## config.mk

```make
export PLATFORM = sky130hd
export DESIGN_NAME = sbus_quad_reader
export DESIGN_NICKNAME = d
export VERILOG_FILES = /design/src/rtl/sbus_quad_reader.sv
export SDC_FILE = /design/constraint.sdc
export NUM_CORES = 1
export LEC_CHECK = 0
export ABC_CLOCK_PERIOD_IN_PS = 5800
export CAP_MARGIN = 0
export CELL_PAD_IN_SITES_DETAIL_PLACEMENT = 0
export CELL_PAD_IN_SITES_GLOBAL_PLACEMENT = 1
export CORE_MARGIN = 10
export CORE_UTILIZATION = 35
export DETAILED_ROUTE_END_ITERATION = 7
export GPL_ROUTABILITY_DRIVEN = 0
export PLACE_DENSITY = 0.85
export SYNTH_ARGS = -nofsm -noshare
export SYNTH_HDL_FRONTEND = slang
export SYNTH_SLANG_ARGS = --single-unit
```

## constraint.sdc

```tcl
create_clock -name clk -period 5.8 [get_ports clk]
set_clock_uncertainty 0.05 [all_clocks]
set_input_delay 1.74 -clock clk [delete_from_list [all_inputs] [get_ports clk]]
set_output_delay 1.74 -clock clk [all_outputs]
set_load 0.01 [all_outputs]
```

## src/rtl/sbus_quad_reader.sv

```systemverilog
// SBUS quadword read requester for one MB20 memory phase: issues START/ADR/RQ,
// collects the returned words with parity checking and abandons the transfer if no acknowledge arrives.
module sbus_quad_reader #(
    parameter int TIMEOUT_CYCLES = 64,
    parameter int TO_W           = 7
) (
    input  logic         clk,
    input  logic         CROBAR,
    input  logic         req,
    input  logic [14:35] reqAdr,
    input  logic [0:3]   reqRQ,
    output logic         ready,
    output logic         START,
    output logic [14:35] ADR,
    output logic [0:3]   RQ,
    input  logic         ACKN,
    input  logic         VALID,
    input  logic [0:35]  D,
    input  logic         DATA_PAR,
    output logic         rdValid,
    output logic [0:35]  rdData,
    output logic [34:35] rdWo,
    output logic         done,
    output logic         parErr,
    output logic         timeout,
    output logic         badRQ
);

    // state | meaning
    // IDLE  | ready for a request; ADR/RQ parked at 0
    // ISSUE | START driven for exactly one clock
    // XFER  | collecting words, timeout armed until the first word
    // FIN   | done pulse with parErr/timeout/badRQ
    typedef enum logic [1:0] {IDLE, ISSUE, XFER, FIN} state_t;

    state_t         state, nxt_state;
    logic [2:0]     n_left;
    logic [34:35]   wo;
    logic [TO_W-1:0] tmr;
    logic           got_word;
    logic           rq_legal;
    logic [2:0]     rq_cnt;
    logic           accept;
    logic           word;
    logic           to_hit;

    // Only a contiguous run of ones starting at word 0 is a legal request mask.
    always_comb begin
        rq_legal = 1'b1;
        rq_cnt   = 3'd0;
        case (reqRQ)
            4'b1000: rq_cnt = 3'd1;
            4'b1100: rq_cnt = 3'd2;
            4'b1110: rq_cnt = 3'd3;
            4'b1111: rq_cnt = 3'd4;
            default: rq_legal = 1'b0;
        endcase
    end

    assign accept = req && (state == IDLE);
    assign word   = (state == XFER) && (n_left != 3'd0) && (ACKN || VALID);
    assign to_hit = (state == XFER) && !got_word && !word && (tmr == '0);

    always_ff @(posedge clk or posedge CROBAR) begin
        if (CROBAR) state <= IDLE;
        else        state <= nxt_state;
    end

    always_comb begin
        nxt_state = state;
        case (state)
            IDLE:  if (accept) nxt_state = rq_legal ? ISSUE : FIN;
            ISSUE: nxt_state = XFER;
            XFER:  if ((n_left == 3'd0) || to_hit) nxt_state = FIN;
            FIN:   nxt_state = IDLE;
            default: nxt_state = IDLE;
        endcase
    end

    always_comb begin
        START = (state == ISSUE);
        ready = (state == IDLE) && !CROBAR;
        done  = (state == FIN);
    end

    always_ff @(posedge clk or posedge CROBAR) begin
        if (CROBAR) begin
            ADR      <= '0;
            RQ       <= '0;
            wo       <= '0;
            n_left   <= '0;
            tmr      <= '0;
            got_word <= 1'b0;
            rdValid  <= 1'b0;
            rdData   <= '0;
            rdWo     <= '0;
            parErr   <= 1'b0;
            timeout  <= 1'b0;
            badRQ    <= 1'b0;
        end else begin
            rdValid <= 1'b0;
            case (state)
                IDLE: begin
                    if (accept) begin
                        ADR    <= reqAdr;
                        RQ     <= reqRQ;
                        wo     <= reqAdr[34:35];
                        n_left <= rq_cnt;
                        badRQ  <= !rq_legal;
                    end
                end
                ISSUE: begin
                    tmr      <= TO_W'(TIMEOUT_CYCLES - 1);
                    got_word <= 1'b0;
                end
                XFER: begin
                    // ACKN alone still consumes a word slot but returns nothing.
                    if (word) begin
                        n_left   <= n_left - 3'd1;
                        got_word <= 1'b1;
                        if (VALID) begin
                            rdValid <= 1'b1;
                            rdData  <= D;
                            rdWo    <= wo;
                            wo      <= wo + 2'd1;
                            if (DATA_PAR != ^D) parErr <= 1'b1;
                        end
                    end else if (!got_word) begin
                        if (tmr == '0) timeout <= 1'b1;
                        else           tmr <= tmr - 1'b1;
                    end
                end
                FIN: begin
                    ADR     <= '0;
                    RQ      <= '0;
                    parErr  <= 1'b0;
                    timeout <= 1'b0;
                    badRQ   <= 1'b0;
                end
                default: ;
            endcase
        end
    end

endmodule
```

==> results by group <==
Worst setup path
  • Reg2Reg Depth: 8
  • WS Path Type: in2out
  • CP top delay family: buffers and inverters
  • R2r startpoint: state[0]$_DFFE_PP0P_
  • Max stage delay on crit path: 0.55 ns
  • Crit Path Max Fanout: 2
  • Worst R2R End: rdData[2]$_DFFE_PP0P_
  • Critical Path AT: 2.85 ns
  • Stages on worst setup path: 3
  • Critical path capture point: ready
  • Critical Path End Type: output pin
  • R2r setup slk: 2.81 ns
  • Setup crit start kind: input port
  • Buf/Inv on CP: 2
  • CP required: 4.01 ns
  • CP cell instances: clkdlybuf4s50_1 -> nor2b_1 -> clkdlybuf4s50_1
  • Crit path from: CROBAR
  • Slowest CP cell: clkdlybuf4s50_1
  • Most used cell, CP: clkdlybuf4s50_1

Routing
  • Via density: 4.536
  • 1st-iter DRT viols: 174
  • DRC Markers: 0
  • Via count: 3193
  • Pre-antenna DRT Iters: 4
  • Antenna Nets Post-Route: 0
  • Drt wl/cell: 15.11 µm
  • Final wirelength: 10.64 mm

Synthesis
  • Netlist cell types: 35
  • Top_reg_cell synth: dfrtp_1
  • EDFF count, synth: 0
  • Register area share after synthesis: 0.5404
  • Mapped Avg Cell Area: 8.960 µm²
  • Post-Syn Nets: 505
  • Synth Warn #: 0
  • Syn Inst Count: 429
  • Async SR Flop Fraction: 1.000
  • Post-Syn Area: 3844 µm²
  • Synth Register Bits: 83

Clock tree
  • CTS-repair resized insts: 0
  • Hold buffer count at cts: 0
  • Post-CTS Setup Inserts: 0
  • Clock Path Buffers: 2
  • Clock root buffer master: clkbuf_8
  • H-tree depth: 3
  • CTS Buf Count: 9
  • Clock latency on the worst-skew pair: 0.34 ns
  • Worst-path clk slew: 0.07 ns
  • CTS sink count: 83
  • CTS tree: done

Pwr
  • Power Total: 2.686 mW
  • Pwr/cell area: 488.0 nW/µm²
  • VDD IR max: 0.0003789 V
  • LEAKAGE: 2.503 nW

Timing
  • Worst rel slew slack: 0.1663
  • Final period utilization: 0.7994
  • Worst Tran Pin Value: 1.224 ns
  • Count of pins over their slew limit: 0
  • Final Hold Fails: 0
  • Setup WS post-layout: 1.164 ns
  • Final setup viols: 0
  • Final min period: 4.636 ns
  • Max frequency: 215.7 MHz
  • Final TNS setup: 0 ns
  • Unrepaired setup endpoints after global routing: false

Global route
  • Vias in the first global route: 3203
  • Pin count of the biggest net entering global routing: 55
  • Initial antenna violation count: 0
  • First-pass GRT wire length: 17.11 mm
  • Grt ovf: 0
  • All-Layer GR Usage: 0.1342

Finish
  • Most common cell after layout, fill and taps aside: nand2_1
  • Layout area overhead: 43.16%
  • ANT cells: 0
  • Area occupied by multi-input gates: 1634 µm²
  • Post-layout nets: 637
  • Sequential Area: 2077 µm²
  • Share of layout cells above drive strength 1: 0.03901
  • Finished Core Util: 0.5099
  • Fillers: 989
  • Post-Layout Inst Area: 5503 µm²
  • Commonest non-fill, non-tap cells in the layout: nand2_1, clkdlybuf4s50_1, dfrtp_1, o21ai_0, xnor2_1

Placement
  • Placed cell areas: 5336 µm²
  • I/O Buffers: 138
  • Place WS: 1.171 ns
  • Post-DP HPWL: 8.042 mm

Worst hold path
  • Worst Hold Class: reg2reg
  • Hold Startpoint: rdData[2]$_DFFE_PP0P_

Floorplanning
  • Top Ports: 139
  • Core area: 10790 µm²
  • Die width: 124.8 µm
  • FP Rows: 38
  • Die Ht: 124.8 µm
  • Starting Density: 0.3561
  • Die area: 15570 µm²

Outcome
  • Status: finished clean

Run
  • MaxCap Viol Count: 0
==> final cells by class <==
type                    instances  share of cell area
inverters                      14            0.009777
clock buffers                  11             0.02751
well taps                     140             0.03183
flip-flops and latches         83              0.3774
multi-input cells             313              0.2970
clock inverters                 3            0.002729
repair buffers                140              0.2538
==> tightest hold or removal path, delay by kind of cell (launching register included) <==
family	cells	cell delay, ns
flip-flops	1	0.34
AND/OR/NAND/NOR	2	0.11
==> routing by layer <==
layer / wire (µm) / vias to the layer above / global-route usage
li1: - / 1612 / -
met1: 4366 / 1502 / 0.1576
met3: 562 / 11 / 0.03362
met4: 126 / 0 / 0.04112
met2: 5582 / 68 / 0.2342
met5: 0 / - / 0
==> power by group <==
part | switching, mW | internal (mW)
clock | 0.197 | 0.172
combinational | 0.693 | 0.666
sequential | 0.129 | 0.829
total | 1.02 | 1.67
==> stage by stage <==
step | hold slack, ns | cells
after global routing | 0.4491 | 704
after floorplan | 0.4033 | 429
after detailed placement | 0.4109 | 690
after CTS | 0.4305 | 704
final | 0.4264 | 704
after global placement | 0.4082 | 690
==> registers in the layout (all words and copies together) (netlist names), 2 cells and up <==
signal,flops
rdWo,2
rdData,36
RQ,4
n_left,3
wo,2
ADR,22
state,2
tmr,7
==> worst min-delay path by stage <==
| stage | end | slack [ns] | depth (start not counted) |
|---|---|---|---|
| CTS | rdData[2]$_DFFE_PP0P_ | 0.43 | 2 |
| global route | rdData[2]$_DFFE_PP0P_ | 0.45 | 2 |
| floorplan | rdWo[35]$_DFFE_PP0P_ | 0.40 | 2 |
| finish | rdData[2]$_DFFE_PP0P_ | 0.43 | 2 |
| detailed placement | rdData[2]$_DFFE_PP0P_ | 0.41 | 2 |
| global placement | rdData[21]$_DFFE_PP0P_ | 0.41 | 2 |
==> kinds of logic (layout without fill, tap and decap cells) <==
kind of cell               count (synthesis)  count (layout)  synth area share
DFF                                       83              83            0.5404
adders and majority gates                  8               8           0.02604
AOI/OAI and AO/OA                         53              53           0.07617
and+or+nand+nor                          210             210            0.2178
xor gates and xnor gates                  40              40           0.09668
buffers and inverters                     33             168           0.03776
muxes                                      2               2          0.005209
==> synth_stat cells (all sizes together), types with 6 or more instances <==
library cell,count,share of area
nor2,8,0.0078
dfrtp,83,0.54
nand2,179,0.17
inv,14,0.014
ha,8,0.026
a21oi,9,0.012
clkbuf,13,0.015
xor2,9,0.021
nor2b,6,0.0098
buf,6,0.0088
xnor2,30,0.070
nor3,6,0.0078
o21ai,36,0.047
Power figures use the tool's default switching activity.
